$ cat config.mk
export PLATFORM = sky130hd
export DESIGN_NAME = instruction_fetch_unit_flat
export DESIGN_NICKNAME = d
export VERILOG_FILES = /design/src/rtl/instruction_fetch_unit_if.sv /design/src/rtl/instruction_fetch_unit.sv /design/src/flat_wrapper.sv
export SDC_FILE = /design/constraint.sdc
export NUM_CORES = 1
export LEC_CHECK = 0
export CAP_MARGIN = 20
export CORE_ASPECT_RATIO = 0.75
export CORE_UTILIZATION = 54
export DETAILED_ROUTE_END_ITERATION = 16
export PLACE_DENSITY_LB_ADDON = 0.1
export SLEW_MARGIN = 20
export SYNTH_ARGS = -nofsm -noshare
export SYNTH_HDL_FRONTEND = slang
export SYNTH_SLANG_ARGS = --single-unit
export TNS_END_PERCENT = 1
$ cat constraint.sdc
create_clock -name Clk -period 3.9 [get_ports Clk]
set_input_delay 0.975 -clock Clk [delete_from_list [all_inputs] [get_ports Clk]]
set_output_delay 0.975 -clock Clk [all_outputs]
set_load 0.05 [all_outputs]
$ cat src/rtl/instruction_fetch_unit_if.sv
`default_nettype none
// ============================================================================
// Module   : instruction_fetch_unit_if
// Brief    : Memory-side and decode-side bundle of the instruction fetch unit.
// Revision : 1.0 - initial release
// ============================================================================
interface instruction_fetch_unit_if #(
    parameter int FIFO_DEPTH = 4
);
    localparam int c_CNT_W = $clog2(FIFO_DEPTH) + 1;

    logic [31:0]        Address;
    logic [31:0]        Instruction;
    logic               Redirect;
    logic [31:0]        RedirectPC;
    logic               InstrValid;
    logic               InstrReady;
    logic [31:0]        InstrOut;
    logic [31:0]        InstrPC;
    logic [31:0]        PCPlus4;
    logic [c_CNT_W-1:0] FifoCount;

    modport master (
        output Address,
        input  Instruction,
        input  Redirect,
        input  RedirectPC,
        output InstrValid,
        input  InstrReady,
        output InstrOut,
        output InstrPC,
        output PCPlus4,
        output FifoCount
    );

    modport slave (
        input  Address,
        output Instruction,
        output Redirect,
        output RedirectPC,
        input  InstrValid,
        output InstrReady,
        input  InstrOut,
        input  InstrPC,
        input  PCPlus4,
        input  FifoCount
    );
endinterface

`default_nettype wire

$ cat src/rtl/instruction_fetch_unit.sv
`default_nettype none
// ============================================================================
// Module   : instruction_fetch_unit
// Brief    : Fetch PC, instruction-memory address port and a circular FIFO
//            buffering fetched words for decode. Define FETCH_STATS_EN to add
//            the FetchCount / FullStallCount statistics outputs.
// Revision : 1.0 - initial release
// ============================================================================
module instruction_fetch_unit #(
    parameter logic [31:0] RESET_PC   = 32'h0000_0000,
    parameter int          FIFO_DEPTH = 4
) (
    input  wire logic                Clk,
    input  wire logic                Reset,
    instruction_fetch_unit_if.master bus
`ifdef FETCH_STATS_EN
    ,
    output logic [31:0]              FetchCount,
    output logic [31:0]              FullStallCount
`endif
);
    localparam int                 c_PTR_W      = $clog2(FIFO_DEPTH);
    localparam int                 c_CNT_W      = c_PTR_W + 1;
    localparam logic [c_CNT_W-1:0] c_FULL_COUNT = c_CNT_W'(FIFO_DEPTH);
    localparam logic [31:0]        c_RESET_PC   = RESET_PC & 32'hFFFF_FFFC;

    logic [31:0]        r_fetch_pc;
    logic [31:0]        r_instr_mem [FIFO_DEPTH];
    logic [31:0]        r_pc_mem    [FIFO_DEPTH];
    logic [c_PTR_W-1:0] r_rd_ptr;
    logic [c_PTR_W-1:0] r_wr_ptr;
    logic [c_CNT_W-1:0] r_count;

    logic               w_empty;
    logic               w_full;
    logic               w_pop;
    logic               w_push;
    logic [31:0]        w_redirect_pc;
    logic [31:0]        w_head_instr;
    logic [31:0]        w_head_pc;

    assign w_empty       = (r_count == '0);
    assign w_full        = (r_count == c_FULL_COUNT);
    assign w_pop         = !w_empty && bus.InstrReady;
    // A full FIFO can still accept the word when the head leaves this cycle.
    assign w_push        = !bus.Redirect && (!w_full || w_pop);
    assign w_redirect_pc = bus.RedirectPC & 32'hFFFF_FFFC;

    assign w_head_instr  = r_instr_mem[r_rd_ptr];
    assign w_head_pc     = r_pc_mem[r_rd_ptr];

    assign bus.Address    = r_fetch_pc;
    assign bus.FifoCount  = r_count;
    assign bus.InstrValid = !w_empty;
    assign bus.InstrOut   = w_empty ? 32'd0 : w_head_instr;
    assign bus.InstrPC    = w_empty ? 32'd0 : w_head_pc;
    assign bus.PCPlus4    = w_empty ? 32'd0 : (w_head_pc + 32'd4);

    always_ff @(posedge Clk) begin
        if (Reset) begin
            r_fetch_pc <= c_RESET_PC;
            r_rd_ptr   <= '0;
            r_wr_ptr   <= '0;
            r_count    <= '0;
        end else if (bus.Redirect) begin
            // Any head handshake this cycle is dropped along with the buffer.
            r_fetch_pc <= w_redirect_pc;
            r_rd_ptr   <= '0;
            r_wr_ptr   <= '0;
            r_count    <= '0;
        end else begin
            if (w_push) begin
                r_fetch_pc <= r_fetch_pc + 32'd4;
                r_wr_ptr   <= r_wr_ptr + c_PTR_W'(1);
            end
            if (w_pop) begin
                r_rd_ptr <= r_rd_ptr + c_PTR_W'(1);
            end
            unique case ({w_push, w_pop})
                2'b10:   r_count <= r_count + c_CNT_W'(1);
                2'b01:   r_count <= r_count - c_CNT_W'(1);
                default: r_count <= r_count;
            endcase
        end
    end

    // Payload storage needs no reset: outputs are gated by the occupancy count.
    always_ff @(posedge Clk) begin
        if (w_push) begin
            r_instr_mem[r_wr_ptr] <= bus.Instruction;
            r_pc_mem[r_wr_ptr]    <= r_fetch_pc;
        end
    end

`ifdef FETCH_STATS_EN
    logic [31:0] r_fetch_count;
    logic [31:0] r_full_stall_count;

    always_ff @(posedge Clk) begin
        if (Reset) begin
            r_fetch_count      <= '0;
            r_full_stall_count <= '0;
        end else begin
            if (w_push) begin
                r_fetch_count <= r_fetch_count + 32'd1;
            end
            if (!bus.Redirect && w_full && !w_pop) begin
                r_full_stall_count <= r_full_stall_count + 32'd1;
            end
        end
    end

    assign FetchCount     = r_fetch_count;
    assign FullStallCount = r_full_stall_count;
`endif

endmodule

`default_nettype wire

$ cat src/flat_wrapper.sv
// flat-port wrapper written by rule: the top's interface ports become plain ports
module instruction_fetch_unit_flat 
#(
    parameter logic [31:0] RESET_PC   = 32'h0000_0000,
    parameter int          FIFO_DEPTH = 4
)
  (Clk, Reset, bus_Address, bus_Instruction, bus_Redirect, bus_RedirectPC, bus_InstrValid, bus_InstrReady, bus_InstrOut, bus_InstrPC, bus_PCPlus4, bus_FifoCount);
  instruction_fetch_unit_if #(.FIFO_DEPTH(FIFO_DEPTH)) bus_i ();
  input  wire logic Clk;
  input  wire logic Reset;
  output wire logic [$bits(bus_i.Address)-1:0] bus_Address;
  input wire logic [$bits(bus_i.Instruction)-1:0] bus_Instruction;
  input wire logic [$bits(bus_i.Redirect)-1:0] bus_Redirect;
  input wire logic [$bits(bus_i.RedirectPC)-1:0] bus_RedirectPC;
  output wire logic [$bits(bus_i.InstrValid)-1:0] bus_InstrValid;
  input wire logic [$bits(bus_i.InstrReady)-1:0] bus_InstrReady;
  output wire logic [$bits(bus_i.InstrOut)-1:0] bus_InstrOut;
  output wire logic [$bits(bus_i.InstrPC)-1:0] bus_InstrPC;
  output wire logic [$bits(bus_i.PCPlus4)-1:0] bus_PCPlus4;
  output wire logic [$bits(bus_i.FifoCount)-1:0] bus_FifoCount;
  assign bus_Address = bus_i.Address;
  assign bus_i.Instruction = bus_Instruction;
  assign bus_i.Redirect = bus_Redirect;
  assign bus_i.RedirectPC = bus_RedirectPC;
  assign bus_InstrValid = bus_i.InstrValid;
  assign bus_i.InstrReady = bus_InstrReady;
  assign bus_InstrOut = bus_i.InstrOut;
  assign bus_InstrPC = bus_i.InstrPC;
  assign bus_PCPlus4 = bus_i.PCPlus4;
  assign bus_FifoCount = bus_i.FifoCount;
  instruction_fetch_unit #(.RESET_PC(RESET_PC), .FIFO_DEPTH(FIFO_DEPTH)) u_core (.Clk(Clk), .Reset(Reset), .bus(bus_i));
endmodule
# Word level (Yosys, flattened, before mapping)

Memories as Yosys holds them, arrays and structs flattened. A register that Yosys moved wholly into a read port is not among the register bits.
Index checks and enable logic that the tools add are counted.
Widths: inputs -> output; s select.

Add/sub/neg operators: 6
Equal/unequal tests: 3
Muxes and demuxes: 12
Reductions and logical operators: 10

Operators by type and width:

| operator              | count |
|---|---|
| $mux 32               | 5 |
| $add 32x3->32 const B | 2 |
| $mux 2                | 4 |
| $pmux 3 s2            | 1 |
| $add 2x1->2 const B   | 2 |
| $reduce_bool 2->1     | 2 |
| $add 3x1->3 const B   | 1 |
| $eq 3x3->1 const B    | 1 |
| $logic_not 1->1       | 3 |
| $logic_not 3->1       | 1 |
| $sub 3x1->3 const B   | 1 |
| $eq 2x1->1 const B    | 1 |
| $eq 2x2->1 const B    | 1 |
| $logic_and 1x1->1     | 2 |
| $mux 1                | 2 |
| $reduce_or 2->1       | 1 |
| $logic_or 1x1->1      | 1 |

Bits in registers: 39
RAM bits: 256
Input bits: 68
Output and inout bits: 132
Word-level logic and storage cells: 38
Memories kept: 2

Memory list:

| name               | words | bits a word | read ports | clocked after memory_dff | wr ports | line                         | source |
|---|---|---|---|---|---|---|---|
| u_core.r_instr_mem | 4     | 32          | 1          | 1                        | 1        | instruction_fetch_unit.sv:28 | `logic [31:0] r_instr_mem [FIFO_DEPTH];` |
| u_core.r_pc_mem    | 4     | 32          | 1          | 1                        | 1        | instruction_fetch_unit.sv:29 | `logic [31:0] r_pc_mem [FIFO_DEPTH];` |

# Longest topological paths before layout

Depth in word-level cells: 7
Gate-level depth with buffers: 9
Mapped depth without buffers: 8

# Least setup slack after synthesis

No wires, ideal clock.

Path kind: flip-flop to output port
From: register with a tool-made name
To: output port bus_PCPlus4[31]
Data arrival time: 2953 ps
Required time: 2925 ps
Path slack: -28 ps
Cell stages (with the launch flop): 9
Buffers on the path: 3
Cells stage by stage: dfxtp_1 -> buf_6 -> buf_12 -> mux4_1 -> nand4_4 -> or3b_1 -> clkbuf_2 -> or4_1 -> a21oi_1

RTL lines:

| what          | line               | source |
|---|---|---|
| end, declared | flat_wrapper.sv:19 | `output wire logic [$bits(bus_i.PCPlus4)-1:0] bus_PCPlus4;` |

==> results.yml <==
setup_path:
  critPathLaunchType: "register"
  cp_num_buf_inv: 3
  r2r_slack_ns: 1.07
  cp.required_ns: 2.92
  path_max_fanout: 12
  crit_reg_reg_startpoint: "u_core.bus.Address[2]$_SDFFE_PP0P_"
  timing.rr.end: "u_core.bus.Address[22]$_SDFFE_PP0P_"
  worst-setup-path-type: "reg -> out"
  slowest_stage: "or4_4"
  critPathTopFamily: "simple AND/OR/NAND/NOR gates"
  timing.critical_path.slowest_cell_delay_ns: 0.55
  cp_cell_sequence: "buf_12 -> mux4_1 -> nand4_1 -> buf_4 -> or3_4 -> or4_4 -> a21oi_4 -> buf_12"
  reg2regPathDepth: 6
  cp-end-kind: "output pin"
  critPathArrivalTime_ns: 3.12
  critical-path-top-cell-by-count: "buf_12"
sta:
  final.setup.tns_ns: -2.56
  min_period_over_period_pct: 105
  final_period_minus_worst_setup_slack_ns: 4.09
  timing_worst_slew_pin_value_ns: 1.01
  slew_headroom_pct: 33.0
  rsz_0062_raised_after_global_routing: "true"
  maxSlewViolCount: 0
  finalHoldViolCount: 0
  fmax_mhz: 244
  finalSetupViolations: 33
  finClkSkew_ns: 0.0167
  post-route-worst-setup-slack_ns: -0.192
final_layout:
  area_delta_synth_final_pct: 30.9
  filler_cells_inserted: 1379
  finalNetCount: 1092
  diodes: 0
  drive_gt1_share_pct: 24.3
grt:
  grt_max_degree: 63
  globalRoute.totalOverflow: 0
  globalRouteTotalUtil_pct: 24.9
  antenna_violations_before_repair: 0
  grt_pass1_vias: 7995
  grt_pass1_wl_mm: 44.5
min_path:
  holdPathStages: 2
  min_to: "u_core.r_wr_ptr[1]$_SDFFE_PP0P_"
  hold_path.startpoint: "u_core.r_wr_ptr[1]$_SDFFE_PP0P_"
  worstHoldPathType: "reg -> reg"
clock_tree:
  numCtsBuffers: 27
  cts_num_sinks: 287
  tritoncts: "yes"
  clk_root_buffer_cell: "clkbuf_16"
  clk_path_buf_depth: 3
  cts_htree_levels: 1
  worst_skew_pair.late_latency_ns: 0.54
  path_clk_slew_ns: 0.07
detailed_routing:
  first_iter_violations: 819
  residual_drc_count: 0
  avgViaCountPerCell: 6.00
  first_pass_iters: 5
  route.vias.total: 7989
  drt-wirelength-per-cell_um: 21.8
  wl_mm: 29.0
  ant_nets: 0
outcome:
  run_status: "finished, violations left"
  failed_checks: "setup timing"
floorplan:
  row_count: 47
  floorplan_die_area_um2: 23400
  start_util_pct: 55.4
  chipHeight_um: 133
  core-area_um2: 22200
  pin_count: 200
  die-width_um: 176
pwr:
  post-layout-total-power_mw: 7.31
  cell_pwr_density_nw_per_um2: 454
  peakVddDrop_mv: 0.285
  leakagePower_nw: 5.37
synth:
  postSynthRegisterBits: 287
  synth-warning-count: 0
  yosys_most_used_dff: "edfxtp_1"
  syn-instance-count: 785
  synth_sequential_area_ratio_pct: 67.0
  distinct_cell_type_count_after_synthesis: 49
  synth_edf_count: 248
  postSynth.asyncResetShare_pct: 0
  synth_area_um2: 12300
  avgSynthCellArea_um2: 15.7
placed_design:
  place_hpwl_mm: 18.2
  place.gp.congestion: 0.891
  pre_cts_slack_ns: 0.0249
  number_of_buffers_inserted_by_port_buffering: 191
run:
  timing.max_cap.violations: 0
==> kinds of logic after synthesis <==
family / share of synthesized area, %
other cells: 0.0305
xor+xnor: 2.14
compound gates: 3.99
buf+inv: 2.48
mux: 12.2
flops: 67.0
fa+ha+maj: 0.774
simple gates: 11.4
==> worst reg2reg max path, cell delays in order, from the launching register on <==
cell	delay, ns
dfxtp_1	0.53
ha_1	0.26
nand2_1	0.11
or4b_1	0.57
or4_1	0.65
or3_1	0.37
a311oi_1	0.25
==> flip-flops by register name (all words and copies together), names as in the netlist, named ones only <==
| name | cells |
|---|---|
| u_core.bus.Address | 30 |
| u_core.bus.FifoCount | 3 |
| u_core.r_instr_mem | 128 |
| u_core.r_pc_mem | 120 |
| u_core.r_rd_ptr | 2 |
| u_core.r_wr_ptr | 2 |
==> report_power, final <==
part,switching [mW],internal (mW),total [mW],leakage (nW)
sequential,0.0821,3.45,3.53,2.62
combinational,0.724,0.448,1.17,2.32
clock,1.09,1.51,2.60,0.429
==> cells in the mapped netlist, types with 13 or more instances <==
library cell | number | share of area, %
nand4_1 | 16 | 0.81
nor2_1 | 50 | 1.5
nand2_1 | 38 | 1.2
xnor2_1 | 15 | 1.1
and2_1 | 60 | 3.1
o21ai_0 | 19 | 0.77
xor2_1 | 15 | 1.1
nand3_1 | 18 | 0.73
dfxtp_1 | 39 | 6.4
or3_1 | 20 | 1.0
a21oi_1 | 27 | 1.1
edfxtp_1 | 248 | 61
mux4_2 | 50 | 9.2
inv_1 | 13 | 0.40
clkbuf_1 | 27 | 0.82
==> cells in the final DEF, fill, tap and decap left out, types with 18 or more instances in the layout <==
master           netlist  routed
edfxtp_1             248     248
clkdlybuf4s50_1        0     133
buf_4                  7      69
and2_1                60      60
mux4_2                50      59
nor2_1                50      50
nand2_1               38      38
dfxtp_1               39      37
buf_12                 1      34
clkbuf_16              0      27
o21ai_0               19      18
or3_1                 20      18
==> layout make-up <==
type | count | area (µm²) | share of cell area (%)
Sequential cell | 287 | 8240 | 51.2
Multi-Input combinational cell | 443 | 3930 | 24.4
Clock inverter | 14 | 146 | 0.910
Inverter | 14 | 53.8 | 0.334
Tap cell | 294 | 368 | 2.29
Timing Repair Buffer | 244 | 2630 | 16.3
Clock buffer | 35 | 726 | 4.51
==> through the flow <==
stage / area (µm²) / hold WS [ns] / util (%) / cells
2_1_floorplan: 12300 / 0.465 / - / 790
3_3_place_gp: 14800 / 0.473 / 66.7 / 1252
3_5_place_dp: 14800 / 0.497 / 66.7 / 1252
4_1_cts: 15900 / 0.506 / 71.9 / 1318
5_1_grt: 16100 / 0.571 / 72.6 / 1331
6_report: 16100 / 0.508 / 72.6 / 1331
==> worst max path at each step <==
stage | from | endpoint | slack, ns | depth (start not counted)
finish | register | bus_PCPlus4[28] | -0.19 | 8
global route | register | bus_PCPlus4[28] | -0.25 | 8
CTS | register | bus_PCPlus4[26] | -0.20 | 8
detailed placement | register | bus_PCPlus4[26] | 0.02 | 7
global placement | register | bus_PCPlus4[28] | 0.09 | 7
floorplan | register | bus_PCPlus4[26] | 0.02 | 7
==> what timing repair did <==
action	in CTS	in global routing
gates resized for setup	39	17
hold buffers	0	0
pin swaps	9	12
gates cloned	2	0
setup endpoints to repair	40	38
setup buffers	15	13
==> routing by layer <==
| layer | routed length (µm) | share of wire (%) | track usage [%] | up-vias |
|---|---|---|---|---|
| met1 | 12600 | 43 | 36.7 | 4085 |
| met4 | 466 | 1.6 | 5.56 | 0 |
| met2 | 14000 | 48 | 40.1 | 353 |
| li1 | - | - | - | 3510 |
| met5 | 0 | 0 | 0 | - |
| met3 | 1960 | 6.7 | 2.90 | 41 |
Note: power is estimated with default switching activity, not from simulation.
